===== src/rtl/uart_fifo_wb.sv =====
`default_nettype none
// +----------------------------------------------------------------------------+
// | uart_fifo_wb: Wishbone UART with TX/RX FIFOs, 16x baud, parity, IRQ.        |
// | Rev 1.0                                                                    |
// +----------------------------------------------------------------------------+

module uart_fifo_wb_fifo #(
  parameter int WIDTH = 8,
  parameter int DEPTH = 16
) (
  input  logic             i_clk,
  input  logic             i_rst_n,
  input  logic             i_push,
  input  logic [WIDTH-1:0] i_din,
  input  logic             i_pop,
  output logic [WIDTH-1:0] o_dout,
  output logic             o_empty,
  output logic             o_full,
  output logic             o_pop_done,
  output logic [7:0]       o_level
);
  localparam int c_AW = $clog2(DEPTH);

  logic [WIDTH-1:0] r_mem [DEPTH];
  logic [c_AW-1:0]  r_wr_ptr;
  logic [c_AW-1:0]  r_rd_ptr;
  logic [c_AW:0]    r_count;
  logic             w_do_pop;
  logic             w_do_push;

  assign o_empty    = (r_count == '0);
  assign o_full     = (r_count == (c_AW+1)'(DEPTH));
  // A pop frees a slot for a push in the same cycle.
  assign w_do_pop   = i_pop & ~o_empty;
  assign w_do_push  = i_push & (~o_full | w_do_pop);
  assign o_dout     = r_mem[r_rd_ptr];
  assign o_pop_done = w_do_pop;
  assign o_level    = 8'(r_count);

  always_ff @(posedge i_clk) begin
    if (w_do_push) r_mem[r_wr_ptr] <= i_din;
  end

  always_ff @(posedge i_clk) begin
    if (!i_rst_n) begin
      r_wr_ptr <= '0;
      r_rd_ptr <= '0;
      r_count  <= '0;
    end else begin
      if (w_do_push) r_wr_ptr <= r_wr_ptr + 1'b1;
      if (w_do_pop)  r_rd_ptr <= r_rd_ptr + 1'b1;
      if (w_do_push & ~w_do_pop)      r_count <= r_count + 1'b1;
      else if (w_do_pop & ~w_do_push) r_count <= r_count - 1'b1;
    end
  end
endmodule

module uart_fifo_wb #(
  parameter int          DATA_BITS    = 8,
  parameter int          TX_DEPTH     = 16,
  parameter int          RX_DEPTH     = 16,
  parameter logic [15:0] BAUD_DIV_RST = 16'd0
) (
  input  logic        wb_clk_i,
  input  logic        wb_rst_ni,
  input  logic        wbs_stb_i,
  input  logic        wbs_cyc_i,
  input  logic        wbs_we_i,
  input  logic [3:0]  wbs_sel_i,
  input  logic [31:0] wbs_dat_i,
  input  logic [31:0] wbs_adr_i,
  output logic        wbs_ack_o,
  output logic [31:0] wbs_dat_o,
  input  logic        uart_rx,
  output logic        uart_tx,
  output logic [1:0]  io_oeb,
  output logic        uart_irq
);
  localparam logic [2:0] c_ADR_DATA   = 3'd0;
  localparam logic [2:0] c_ADR_STATUS = 3'd1;
  localparam logic [2:0] c_ADR_CTRL   = 3'd2;
  localparam logic [2:0] c_ADR_BAUD   = 3'd3;
  localparam logic [2:0] c_ADR_IM     = 3'd4;
  localparam logic [2:0] c_ADR_IRQ    = 3'd5;
  localparam logic [3:0] c_LAST_BIT   = 4'(DATA_BITS - 1);

  typedef enum logic [2:0] {TX_IDLE, TX_START, TX_DATA, TX_PAR, TX_STOP1, TX_STOP2} tx_state_t;
  typedef enum logic [2:0] {RX_IDLE, RX_START, RX_DATA, RX_PAR, RX_STOP} rx_state_t;

  logic        r_ack;
  logic [31:0] r_dat;
  logic [6:0]  r_ctrl;
  logic [15:0] r_baud;
  logic [2:0]  r_im;
  logic [3:0]  r_sticky;     // {TX_OVF, PAR, FRAME, RX_OVR}
  logic        r_irq;
  logic [15:0] r_baud_cnt;

  logic        w_req, w_wr, w_rd, w_tick;
  logic [2:0]  w_adr;
  logic        w_en, w_tx_en, w_rx_en, w_par_en, w_par_odd, w_stop2, w_loop;
  logic [31:0] w_rdata, w_status;
  logic [3:0]  w_st_set, w_st_clr;
  logic [2:0]  w_irq_src;
  logic        w_unused;

  logic                 w_tx_push, w_tx_pop, w_tx_popped, w_tx_empty, w_tx_full;
  logic [DATA_BITS-1:0] w_tx_dout;
  logic [7:0]           w_tx_level;
  logic                 w_rx_push, w_rx_pop, w_rx_popped, w_rx_empty, w_rx_full;
  logic [DATA_BITS-1:0] w_rx_dout;
  logic [7:0]           w_rx_level;

  tx_state_t            r_tx_state, w_tx_state_nx;
  logic [3:0]           r_tx_cnt, w_tx_cnt_nx, r_tx_bit, w_tx_bit_nx;
  logic [DATA_BITS-1:0] r_tx_sh, w_tx_sh_nx;
  logic                 r_tx_par, w_tx_par_nx, w_tx_end, w_tx_ser;

  rx_state_t            r_rx_state, w_rx_state_nx;
  logic [3:0]           r_rx_cnt, w_rx_cnt_nx, r_rx_bit, w_rx_bit_nx;
  logic [DATA_BITS-1:0] r_rx_sh, w_rx_sh_nx;
  logic                 r_rx_parbit, w_rx_parbit_nx;
  logic                 r_rx_meta, r_rx_sync, r_rx_prev, w_rx_in;
  logic                 w_frame_err, w_par_err;

  assign w_req     = wbs_stb_i & wbs_cyc_i & ~r_ack;
  assign w_wr      = w_req & wbs_we_i;
  assign w_rd      = w_req & ~wbs_we_i;
  assign w_adr     = wbs_adr_i[4:2];
  assign w_en      = r_ctrl[0];
  assign w_tx_en   = r_ctrl[1];
  assign w_rx_en   = r_ctrl[2];
  assign w_par_en  = r_ctrl[3];
  assign w_par_odd = r_ctrl[4];
  assign w_stop2   = r_ctrl[5];
  assign w_loop    = r_ctrl[6];
  assign w_unused  = ^{wbs_adr_i[31:5], wbs_adr_i[1:0], wbs_dat_i[31:16], wbs_sel_i[3:2],
                       w_tx_popped, w_rx_popped};

  assign wbs_ack_o = r_ack;
  assign wbs_dat_o = r_dat;
  assign uart_irq  = r_irq;
  assign io_oeb    = 2'b01;
  assign uart_tx   = w_tx_ser | w_loop | ~w_en;

  assign w_tick = w_en & (r_baud_cnt == r_baud);

  always_ff @(posedge wb_clk_i) begin
    if (!wb_rst_ni || !w_en) r_baud_cnt <= '0;
    else if (w_tick)         r_baud_cnt <= '0;
    else                     r_baud_cnt <= r_baud_cnt + 16'd1;
  end

  assign w_tx_push = w_wr & (w_adr == c_ADR_DATA) & wbs_sel_i[0];
  assign w_rx_pop  = w_rd & (w_adr == c_ADR_DATA) & ~w_rx_empty;

  uart_fifo_wb_fifo #(.WIDTH(DATA_BITS), .DEPTH(TX_DEPTH)) u_tx_fifo (
    .i_clk(wb_clk_i), .i_rst_n(wb_rst_ni), .i_push(w_tx_push), .i_din(wbs_dat_i[DATA_BITS-1:0]),
    .i_pop(w_tx_pop), .o_dout(w_tx_dout), .o_empty(w_tx_empty), .o_full(w_tx_full),
    .o_pop_done(w_tx_popped), .o_level(w_tx_level)
  );

  uart_fifo_wb_fifo #(.WIDTH(DATA_BITS), .DEPTH(RX_DEPTH)) u_rx_fifo (
    .i_clk(wb_clk_i), .i_rst_n(wb_rst_ni), .i_push(w_rx_push), .i_din(r_rx_sh),
    .i_pop(w_rx_pop), .o_dout(w_rx_dout), .o_empty(w_rx_empty), .o_full(w_rx_full),
    .o_pop_done(w_rx_popped), .o_level(w_rx_level)
  );

  assign w_tx_end = w_tick & (r_tx_cnt == 4'd15);

  always_comb begin
    w_tx_state_nx = r_tx_state;
    w_tx_cnt_nx   = w_tick ? r_tx_cnt + 4'd1 : r_tx_cnt;
    w_tx_bit_nx   = r_tx_bit;
    w_tx_sh_nx    = r_tx_sh;
    w_tx_par_nx   = r_tx_par;
    w_tx_pop      = 1'b0;
    case (r_tx_state)
      TX_IDLE: begin
        w_tx_cnt_nx = 4'd0;
        if (w_en & w_tx_en & ~w_tx_empty) begin
          w_tx_pop      = 1'b1;
          w_tx_sh_nx    = w_tx_dout;
          w_tx_par_nx   = (^w_tx_dout) ^ w_par_odd;
          w_tx_bit_nx   = 4'd0;
          w_tx_state_nx = TX_START;
        end
      end
      TX_START: if (w_tx_end) w_tx_state_nx = TX_DATA;
      TX_DATA: begin
        if (w_tx_end) begin
          if (r_tx_bit == c_LAST_BIT) begin
            w_tx_state_nx = w_par_en ? TX_PAR : TX_STOP1;
          end else begin
            w_tx_bit_nx = r_tx_bit + 4'd1;
            w_tx_sh_nx  = r_tx_sh >> 1;
          end
        end
      end
      TX_PAR:   if (w_tx_end) w_tx_state_nx = TX_STOP1;
      TX_STOP1: if (w_tx_end) w_tx_state_nx = w_stop2 ? TX_STOP2 : TX_IDLE;
      TX_STOP2: if (w_tx_end) w_tx_state_nx = TX_IDLE;
      default:  w_tx_state_nx = TX_IDLE;
    endcase
    if (!w_en) begin
      w_tx_state_nx = TX_IDLE;
      w_tx_cnt_nx   = 4'd0;
      w_tx_pop      = 1'b0;
    end
  end

  always_comb begin
    case (r_tx_state)
      TX_START: w_tx_ser = 1'b0;
      TX_DATA:  w_tx_ser = r_tx_sh[0];
      TX_PAR:   w_tx_ser = r_tx_par;
      default:  w_tx_ser = 1'b1;
    endcase
  end

  always_ff @(posedge wb_clk_i) begin
    if (!wb_rst_ni) begin
      r_tx_state <= TX_IDLE;
      r_tx_cnt   <= '0;
      r_tx_bit   <= '0;
      r_tx_sh    <= '0;
      r_tx_par   <= 1'b0;
    end else begin
      r_tx_state <= w_tx_state_nx;
      r_tx_cnt   <= w_tx_cnt_nx;
      r_tx_bit   <= w_tx_bit_nx;
      r_tx_sh    <= w_tx_sh_nx;
      r_tx_par   <= w_tx_par_nx;
    end
  end

  // Loopback feeds the internal serial stream into the receiver.
  assign w_rx_in = w_loop ? w_tx_ser : uart_rx;

  always_comb begin
    w_rx_state_nx  = r_rx_state;
    w_rx_cnt_nx    = w_tick ? r_rx_cnt + 4'd1 : r_rx_cnt;
    w_rx_bit_nx    = r_rx_bit;
    w_rx_sh_nx     = r_rx_sh;
    w_rx_parbit_nx = r_rx_parbit;
    w_rx_push      = 1'b0;
    w_frame_err    = 1'b0;
    w_par_err      = 1'b0;
    case (r_rx_state)
      RX_IDLE: begin
        w_rx_cnt_nx = 4'd0;
        if (r_rx_prev & ~r_rx_sync) w_rx_state_nx = RX_START;
      end
      RX_START: begin
        if (w_tick && r_rx_cnt == 4'd7) begin
          w_rx_cnt_nx   = 4'd0;
          w_rx_bit_nx   = 4'd0;
          w_rx_state_nx = r_rx_sync ? RX_IDLE : RX_DATA;
        end
      end
      RX_DATA: begin
        if (w_tick && r_rx_cnt == 4'd15) begin
          w_rx_sh_nx = {r_rx_sync, r_rx_sh[DATA_BITS-1:1]};
          if (r_rx_bit == c_LAST_BIT) w_rx_state_nx = w_par_en ? RX_PAR : RX_STOP;
          else                        w_rx_bit_nx   = r_rx_bit + 4'd1;
        end
      end
      RX_PAR: begin
        if (w_tick && r_rx_cnt == 4'd15) begin
          w_rx_parbit_nx = r_rx_sync;
          w_rx_state_nx  = RX_STOP;
        end
      end
      RX_STOP: begin
        if (w_tick && r_rx_cnt == 4'd15) begin
          w_rx_state_nx = RX_IDLE;
          if (!r_rx_sync) w_frame_err = 1'b1;
          else if (w_par_en && (r_rx_parbit != ((^r_rx_sh) ^ w_par_odd))) w_par_err = 1'b1;
          else w_rx_push = 1'b1;
        end
      end
      default: w_rx_state_nx = RX_IDLE;
    endcase
    if (!w_en || !w_rx_en) begin
      w_rx_state_nx = RX_IDLE;
      w_rx_cnt_nx   = 4'd0;
      w_rx_push     = 1'b0;
      w_frame_err   = 1'b0;
      w_par_err     = 1'b0;
    end
  end

  always_ff @(posedge wb_clk_i) begin
    if (!wb_rst_ni) begin
      r_rx_meta   <= 1'b1;
      r_rx_sync   <= 1'b1;
      r_rx_prev   <= 1'b1;
      r_rx_state  <= RX_IDLE;
      r_rx_cnt    <= '0;
      r_rx_bit    <= '0;
      r_rx_sh     <= '0;
      r_rx_parbit <= 1'b0;
    end else begin
      r_rx_meta   <= w_rx_in;
      r_rx_sync   <= r_rx_meta;
      r_rx_prev   <= r_rx_sync;
      r_rx_state  <= w_rx_state_nx;
      r_rx_cnt    <= w_rx_cnt_nx;
      r_rx_bit    <= w_rx_bit_nx;
      r_rx_sh     <= w_rx_sh_nx;
      r_rx_parbit <= w_rx_parbit_nx;
    end
  end

  assign w_st_set  = {w_tx_push & w_tx_full & ~w_tx_pop, w_par_err, w_frame_err,
                      w_rx_push & w_rx_full & ~w_rx_pop};
  assign w_st_clr  = (w_wr && w_adr == c_ADR_STATUS) ? wbs_dat_i[7:4] : 4'd0;
  assign w_irq_src = {|r_sticky, w_tx_empty, ~w_rx_empty};
  assign w_status  = {w_tx_level, w_rx_level, 6'd0, r_rx_state != RX_IDLE, r_tx_state != TX_IDLE,
                      r_sticky, w_rx_full, w_rx_empty, w_tx_full, w_tx_empty};

  always_comb begin
    w_rdata = '0;
    case (w_adr)
      c_ADR_DATA:   if (!w_rx_empty) w_rdata[DATA_BITS-1:0] = w_rx_dout;
      c_ADR_STATUS: w_rdata = w_status;
      c_ADR_CTRL:   w_rdata[6:0] = r_ctrl;
      c_ADR_BAUD:   w_rdata[15:0] = r_baud;
      c_ADR_IM:     w_rdata[2:0] = r_im;
      c_ADR_IRQ:    w_rdata[2:0] = w_irq_src;
      default:      w_rdata = '0;
    endcase
  end

  always_ff @(posedge wb_clk_i) begin
    if (!wb_rst_ni) begin
      r_ack    <= 1'b0;
      r_dat    <= '0;
      r_ctrl   <= '0;
      r_baud   <= BAUD_DIV_RST;
      r_im     <= '0;
      r_sticky <= '0;
      r_irq    <= 1'b0;
    end else begin
      r_ack <= w_req;
      r_dat <= w_rd ? w_rdata : 32'd0;
      if (w_wr && w_adr == c_ADR_CTRL && wbs_sel_i[0]) r_ctrl <= wbs_dat_i[6:0];
      if (w_wr && w_adr == c_ADR_BAUD) begin
        if (wbs_sel_i[0]) r_baud[7:0]  <= wbs_dat_i[7:0];
        if (wbs_sel_i[1]) r_baud[15:8] <= wbs_dat_i[15:8];
      end
      if (w_wr && w_adr == c_ADR_IM && wbs_sel_i[0]) r_im <= wbs_dat_i[2:0];
      // A new error in the same cycle as its clear is kept.
      r_sticky <= (r_sticky & ~w_st_clr) | w_st_set;
      r_irq    <= |(r_im & w_irq_src);
    end
  end
endmodule
`default_nettype wire


===== config.mk =====
export PLATFORM = sky130hd
export DESIGN_NAME = uart_fifo_wb
export DESIGN_NICKNAME = d
export VERILOG_FILES = /design/src/rtl/uart_fifo_wb.sv
export SDC_FILE = /design/constraint.sdc
export NUM_CORES = 1
export LEC_CHECK = 0
export ABC_AREA = 1
export CAP_MARGIN = 20
export CORE_MARGIN = 3
export CORE_UTILIZATION = 59
export CTS_CLUSTER_DIAMETER = 80
export DETAILED_ROUTE_END_ITERATION = 16
export MAX_ROUTING_LAYER = met4
export PLACE_DENSITY = 0.85
export SYNTH_ARGS = -nofsm -noshare
export SYNTH_HDL_FRONTEND = slang
export SYNTH_SLANG_ARGS = --single-unit

===== constraint.sdc =====
create_clock -name wb_clk_i -period 3.75 [get_ports wb_clk_i]
set_input_delay 0.5625 -clock wb_clk_i [delete_from_list [all_inputs] [get_ports wb_clk_i]]
set_output_delay 0.5625 -clock wb_clk_i [all_outputs]
set_load 0.03 [all_outputs]

**Yosys cells after proc, flatten, opt, wreduce, memory -nomap -nowiden**

Memories as Yosys holds them, arrays and structs flattened. A register that Yosys moved wholly into a read port is not among the register bits.
Cells that the tools add are included.

- Input port bits: 74
- Memories kept: 2
- RAM bits: 256
- Register bits: 149
- Word-level logic and storage cells: 246
- Output and inout bits: 37

- Multiplexer cells: 70
- Equal/unequal tests: 38
- Add/sub/neg operators: 13
- Bitwise gates (word level): 50
- Reduce and logical (&&, ||, !) cells: 44

Memory list:

| memory | words | width | rd ports | clocked after Yosys merged registers in | write ports | RTL line | RTL |
|---|---|---|---|---|---|---|---|
| u_rx_fifo.r_mem | 16 | 8 | 1 | 1 | 1 | 24 | `logic [WIDTH-1:0] r_mem [DEPTH];` |
| u_tx_fifo.r_mem | 16 | 8 | 1 | 1 | 1 | 24 |  |

Operator list:

| operator | number |
|---|---|
| 4-bit 2-to-1 mux | 13 |
| 3-bit 2-to-1 mux | 15 |
| 3-bit one-hot mux with 6 select lines | 2 |
| 4-bit by 1-bit adder with 4-bit output, second input constant | 8 |
| 8-bit 2-to-1 mux | 4 |
| 8-bit one-hot mux with 2 select lines | 2 |
| 2-bit != test, second input constant | 15 |
| 1-bit AND | 25 |
| 4-bit one-hot mux with 2 select lines | 3 |
| 1-bit 2-to-1 mux | 22 |
| 5-bit 2-to-1 mux | 4 |
| 3-bit by 2-bit equality test with 1-bit output, second input constant | 6 |
| 16-bit by 1-bit adder with 16-bit output, second input constant | 1 |
| 16-bit equality test | 1 |
| 4-bit one-hot mux with 4 select lines | 1 |
| 8-bit XOR reduction | 2 |
| 3-bit equality test, second input constant | 5 |
| 1-bit inverter | 15 |
| 3-bit one-hot mux with 5 select lines | 1 |
| 2-bit AND reduction | 7 |
| 4-bit by 3-bit equality test with 1-bit output, second input constant | 3 |
| 5-bit by 1-bit adder with 5-bit output, second input constant | 2 |
| 5-bit equality test, second input constant | 2 |
| 5-bit logical NOT | 2 |
| 25 further kinds | 54 |

**Logic depth before layout (Yosys ltp)**

- Word-level depth: 14
- Mapped depth: 22
- Gate-level depth less buffers: 22

**Modules after synthesis**

A second synthesis with hierarchy kept.

- Cell total of the unflattened synthesis: 2,037
- Area, all modules: 18,464.0 µm²

By module, submodules not included:

| module | cells an instance | sequential area each (µm²) | instances | area an instance (µm²) |
|---|---|---|---|---|
| uart_fifo_wb_fifo (u_tx_fifo) | 593 | 4,184.0 | 1 | 6,284.8 |
| uart_fifo_wb_fifo (u_rx_fifo) | 592 | 4,184.0 | 1 | 6,251.0 |
| uart_fifo_wb | 852 | 2,462.4 | 1 | 5,928.2 |

**Worst setup path before layout**

No wires, ideal clock.

- Kind: input port to flip-flop
- From: input port wbs_stb_i
- To: register u_rx_fifo.r_count[4]
- Stages on the path: 20
- Data required time: 3.631 ns
- Setup time: 0.119 ns
- Buffers on the path: 1
- Arrival time: 2.960 ns
- Path slack: 0.671 ns
- Cells stage by stage: nand2_1 nor2_1 inv_1 nor2_1 nand3_1 nand2_1 clkbuf_1 inv_1 nor4_1 ha_1 inv_1 ha_1 nand2_1 nor2_1 a211oi_1 nand2_1 nand2_1 nor2_1 o21ai_0 a21oi_1

- Word-level cells in the longest chain between the ends: 11
- Elaborated cells between the ends (all ways): 14
- Classes of those cells: mux: 1; bitwise: 12; reduce/logical: 1

RTL lines:

| element | RTL line | RTL |
|---|---|---|
| start: declaration | 66 | `input logic wbs_stb_i,` |
| 1-bit AND * (2 in a row) | 126 | `assign w_req = wbs_stb_i & wbs_cyc_i & ~r_ack;` |
| 1-bit AND * | 128 | `assign w_rd = w_req & ~wbs_we_i;` |
| 1-bit AND * (2 in a row) | 155 | `assign w_rx_pop = w_rd & (w_adr == c_ADR_DATA) & ~w_rx_empty;` |
| 1-bit AND * | 34 | `assign w_do_pop = i_pop & ~o_empty;` |
| 1-bit OR * | 35 | `assign w_do_push = i_push & (~o_full \| w_do_pop);` |
| 1-bit AND * | 35 |  |
| net u_rx_fifo.w_do_push | 29 | `logic w_do_push;` |
| 1-bit inverter | 53 | `else if (w_do_pop & ~w_do_push) r_count <= r_count - 1'b1;` |
| 1-bit AND | 53 |  |
| 2-bit nonzero test (no source line) | n/a |  |
| end signal: assignment | 52 | `if (w_do_push & ~w_do_pop) r_count <= r_count + 1'b1;` |
| end signal: assignment | 53 |  |
| end: declaration | 27 | `logic [c_AW:0] r_count;` |

The timed path passes the listed nets; every way through them passes the cells marked *.
A chain may end at the register's enable or synchronous reset.

**Final worst setup path**

- From: register r_ctrl[4]
- To: register u_rx_fifo.r_count[4]

- Word-level cells in the longest chain between the ends: 12
- Elaborated cells between the ends (all ways): 14
- Classes of those cells: eq/ne: 1; mux: 6; bitwise: 5; reduce/logical: 2

RTL lines:

| element | RTL line | RTL |
|---|---|---|
| start: declaration | 92 | `logic [6:0] r_ctrl;` |
| start signal: assignment | 347 | `if (w_wr && w_adr == c_ADR_CTRL && wbs_sel_i[0]) r_ctrl <= wbs_dat_i[6:0];` |
| 1-bit bitwise XOR * | 278 | `else if (w_par_en && (r_rx_parbit != ((^r_rx_sh) ^ w_par_odd))) w_par_err = 1'b1;` |
| 1-bit != test * | 278 |  |
| 1-bit logical AND * | 278 |  |
| 1-bit 2-to-1 mux * | 278 |  |
| 1-bit 2-to-1 mux * | 277 | `if (!r_rx_sync) w_frame_err = 1'b1;` |
| 1-bit 2-to-1 mux * | 275 | `if (w_tick && r_rx_cnt == 4'd15) begin` |
| 1-bit 2-to-1 mux * | 249 | `case (r_rx_state)` |
| 1-bit 2-to-1 mux * | 284 | `if (!w_en \|\| !w_rx_en) begin` |
| 1-bit AND * | 35 |  |
| net u_rx_fifo.w_do_push | 29 |  |
| 1-bit inverter | 53 |  |
| 1-bit AND | 53 |  |
| 2-bit nonzero test (no source line) | n/a |  |

Marks and branches as above.

==> metrics <==
Setup crit end kind flop; CTS H-Tree Depth 2; Die Height ~180 um; min Tclk post-route around 3.3 ns; Req. time, crit path roughly 4.2 ns; clk buf depth 3; largest net degree at the start of global routing 75; path depth of the worst reg2reg path 17; DIE AREA 32,300 um^2; Hold Slack 0.425 ns; Reg-to-Reg Start r_ctrl[4]; CP Class flop to flop; clock-pin slew on the worst setup and hold paths ~0.060 ns; Avg Cell Area, Syn between 9 and 10 um^2; Hold EP r_rx_sync; Min-Delay Startpoint r_rx_meta; Area Overhead vs Synth 13.8%; Core Region a little under 30,000 um^2; first-pass GRT wire length 70,000 um; Logic pwr share 0.017; Final ANT Viol Nets 0; leakage power 7.80 nW; root buffer selected by CTS clkbuf_16; vias in the first global route between 10k and 15k; DR iter-0 viols between 1k and 1.5k; FP Rows 62; Worst-Skew Late Latency about 0.55 ns; Vias around 14k; outcome finished clean; Reg-to-Reg End u_rx_fifo.r_count[4]; VDD IR-drop max around 0.53 mV; sw power between 1.5 and 2 mW; RD Place Congestion approximately 0.90; stages on the worst setup path 17; RSZ-0062 raised after global routing no; Synth Warn # 0; IO Count between 100 and 150; maximum clock rate around 300 MHz; Setup Fix Bufs, Post-CTS 0; Post-synth EDFFs about 260; asr flop ratio synth 0; PwrDens around 440 nW/um^2; Syn Inst Count between 1.5k and 2k; clock skew about 0.023 ns; CP startpoint kind flop; worst-path fanout max 7; Hold-fix buffers, CTS 0; 1st-pass router iterations 6; Ant. Diodes 0; sequential power share 0.530; Num CTS Buffers slightly above 40; worst-margin pin slew between 1 and 1.5 ns; GR Overflow Total 0; max_slew headroom 0.300; delay-heaviest family, CP simple AND/OR/NAND/NOR gates; Synth cell types 58; Worst Hold Depth 1; # nets final about 2.1k; initial antenna violation count 0; post-CTS sizing 0; CP max stage delay about 0.47 ns; Design Area, Final 20,200 um^2; setup_tns 0 ns; WL/cell around 18 um; Hold/Removal Path Class flop to flop; Post-Syn Area approximately 18,000 um^2; Worst path most repeated cell nand2_1; Tot GR Track Use 0.272; fin crit share 0.881; Initial Util 0.610; Seq cells post-synth 407; Hold Vio Cnt, Final 0; CTS tree yes; CP max-delay cell dfxtp_1; I/O Buffers 55; Vias/cell between 5 and 6; Switching Fraction 0.203; max_cap viols 0; Sink Count ~400; worst-path cell chain xor2_1 > nand3b_1 > nand3_1 > nand3_1 > inv_1 > nor4_1 > ha_1 > inv_1 > ha_1 > nand2_1 > nor2_1 > a211oi_1 > nand2_1 > nand2_1 > nor2_1 > o21ai_0 > a21oi_1; r2r setup slk 0.45 ns; post-synthesis sequential area ratio 0.602; WL final 43,800 um; Slew Limit Fails 0; DP HPWL ~28,000 um; die width ~180 um; CP bufs+invs 2; Final setup viols 0; predominant post-synthesis flop cell edfxtp_1; Int Pwr 7.13 mW; clock share of power 0.453; DRC Markers 0; DP Area roughly 19,000 um^2; share of layout cells above drive strength 1 0.0837; CP arrival roughly 3.7 ns
layout make-up:
type | count | area (um^2)
Tap cell | 384 | 480
Clock inverter | 20 | 176
Fill cell | 2037 | 8930
Clock buffer | 56 | 1170
Timing Repair Buffer | 107 | 941
Inverter | 197 | 744
Sequential cell | 407 | 10700
Multi-Input combinational cell | 1208 | 6000
layout by cell type, fill, tap and decap left out, drive strengths merged, types with 5 or more instances in the layout:
master         instances
nand2                360
nor2                 271
edfxtp               256
inv                  196
o21ai                159
dfxtp                151
nand3                122
a21oi                 86
clkbuf                56
clkdlybuf4s50         55
buf                   52
ha                    24
nand4                 24
o22ai                 20
nor3                  19
xor2                  18
clkinv                17
o221ai                16
xnor2                 12
o211ai                11
a211oi                10
conb                   8
nor3b                  6
a22oi                  6
or2                    6
nand3b                 5
nor4                   5
cells by family after synthesis:
logic type | share of synthesized area
adders and majority gates | 0.0191
buffers and inverters | 0.0614
other | 0.000422
muxes | 0.000563
xor gates and xnor gates | 0.0148
DFF | 0.602
and+or+nand+nor | 0.198
AOI/OAI and AO/OA | 0.103
how the worst max path moves through the flow:
stage | start | end | slack [ns]
6_report | r_ctrl[4] | u_rx_fifo.r_count[4] | 0.45
5_1_grt | r_ctrl[4] | u_rx_fifo.r_count[4] | 0.15
4_1_cts | r_ctrl[4] | u_rx_fifo.r_count[4] | 0.53
3_5_place_dp | wbs_stb_i | u_tx_fifo.r_count[4] | 0.05
3_3_place_gp | wbs_stb_i | u_tx_fifo.r_count[4] | 0.15
2_1_floorplan | wbs_stb_i | u_rx_fifo.r_count[4] | 0.67
per-stage QoR:
stage	util	setup WS, ns	cells	power [mW]
after floorplan	-	0.671	1887	4.90
after global placement	0.647	0.145	2303	4.97
after detailed placement	0.647	0.0516	2303	4.98
after CTS	0.694	0.530	2379	8.95
after global routing	0.694	0.150	2379	9.15
final	0.694	0.446	2379	8.94
state kept, by name, summed over array words and instances (netlist names), 4 cells and up, named ones only:
| name | flops |
|---|---|
| u_rx_fifo.r_count | 5 |
| r_rx_cnt | 4 |
| r_baud | 16 |
| r_tx_bit | 4 |
| r_rx_bit | 4 |
| r_ctrl | 7 |
| u_tx_fifo.r_mem | 128 |
| u_rx_fifo.r_mem | 128 |
| r_baud_cnt | 16 |
| r_sticky | 4 |
| r_tx_sh | 8 |
| wbs_dat_o | 26 |
| u_rx_fifo.r_wr_ptr | 4 |
| u_tx_fifo.r_rd_ptr | 4 |
| u_tx_fifo.r_count | 5 |
| r_tx_cnt | 4 |
| u_tx_fifo.r_wr_ptr | 4 |
| r_rx_sh | 8 |
| u_rx_fifo.r_rd_ptr | 4 |
power groups by stage:
stage                     sequential, mW  combinational (mW)  clock [mW]
after detailed placement            4.83               0.146           0
after global placement              4.83               0.141           0
final                               4.74               0.150        4.05
after floorplan                     4.83              0.0716           0
after global routing                4.73               0.161        4.25
after CTS                           4.74               0.146        4.07
cell usage after synthesis (13+ instances only):
master	instances	area share
clkbuf_1	47	0.0099
inv_2	13	0.0027
ha_1	24	0.017
nand4_1	23	0.0081
nand2_1	352	0.074
nor2_1	265	0.056
inv_1	182	0.038
o21ai_0	153	0.043
nand3_1	117	0.033
buf_2	14	0.0039
nor3_1	16	0.0045
xor2_1	18	0.0089
dfxtp_1	151	0.17
edfxtp_1	256	0.43
o22ai_1	20	0.0070
a21oi_1	86	0.024
o221ai_1	16	0.0079
per-layer routing:
metal	global-route usage	wire, um	up-vias	share of wire
li1	-	-	6511	-
met1	0.337	16700	6542	0.38
met2	0.448	21400	767	0.49
met3	0.0394	3750	154	0.086
met4	0.118	1840	0	0.042
met5	-	0	-	0
(Power assumes the default switching activity.)
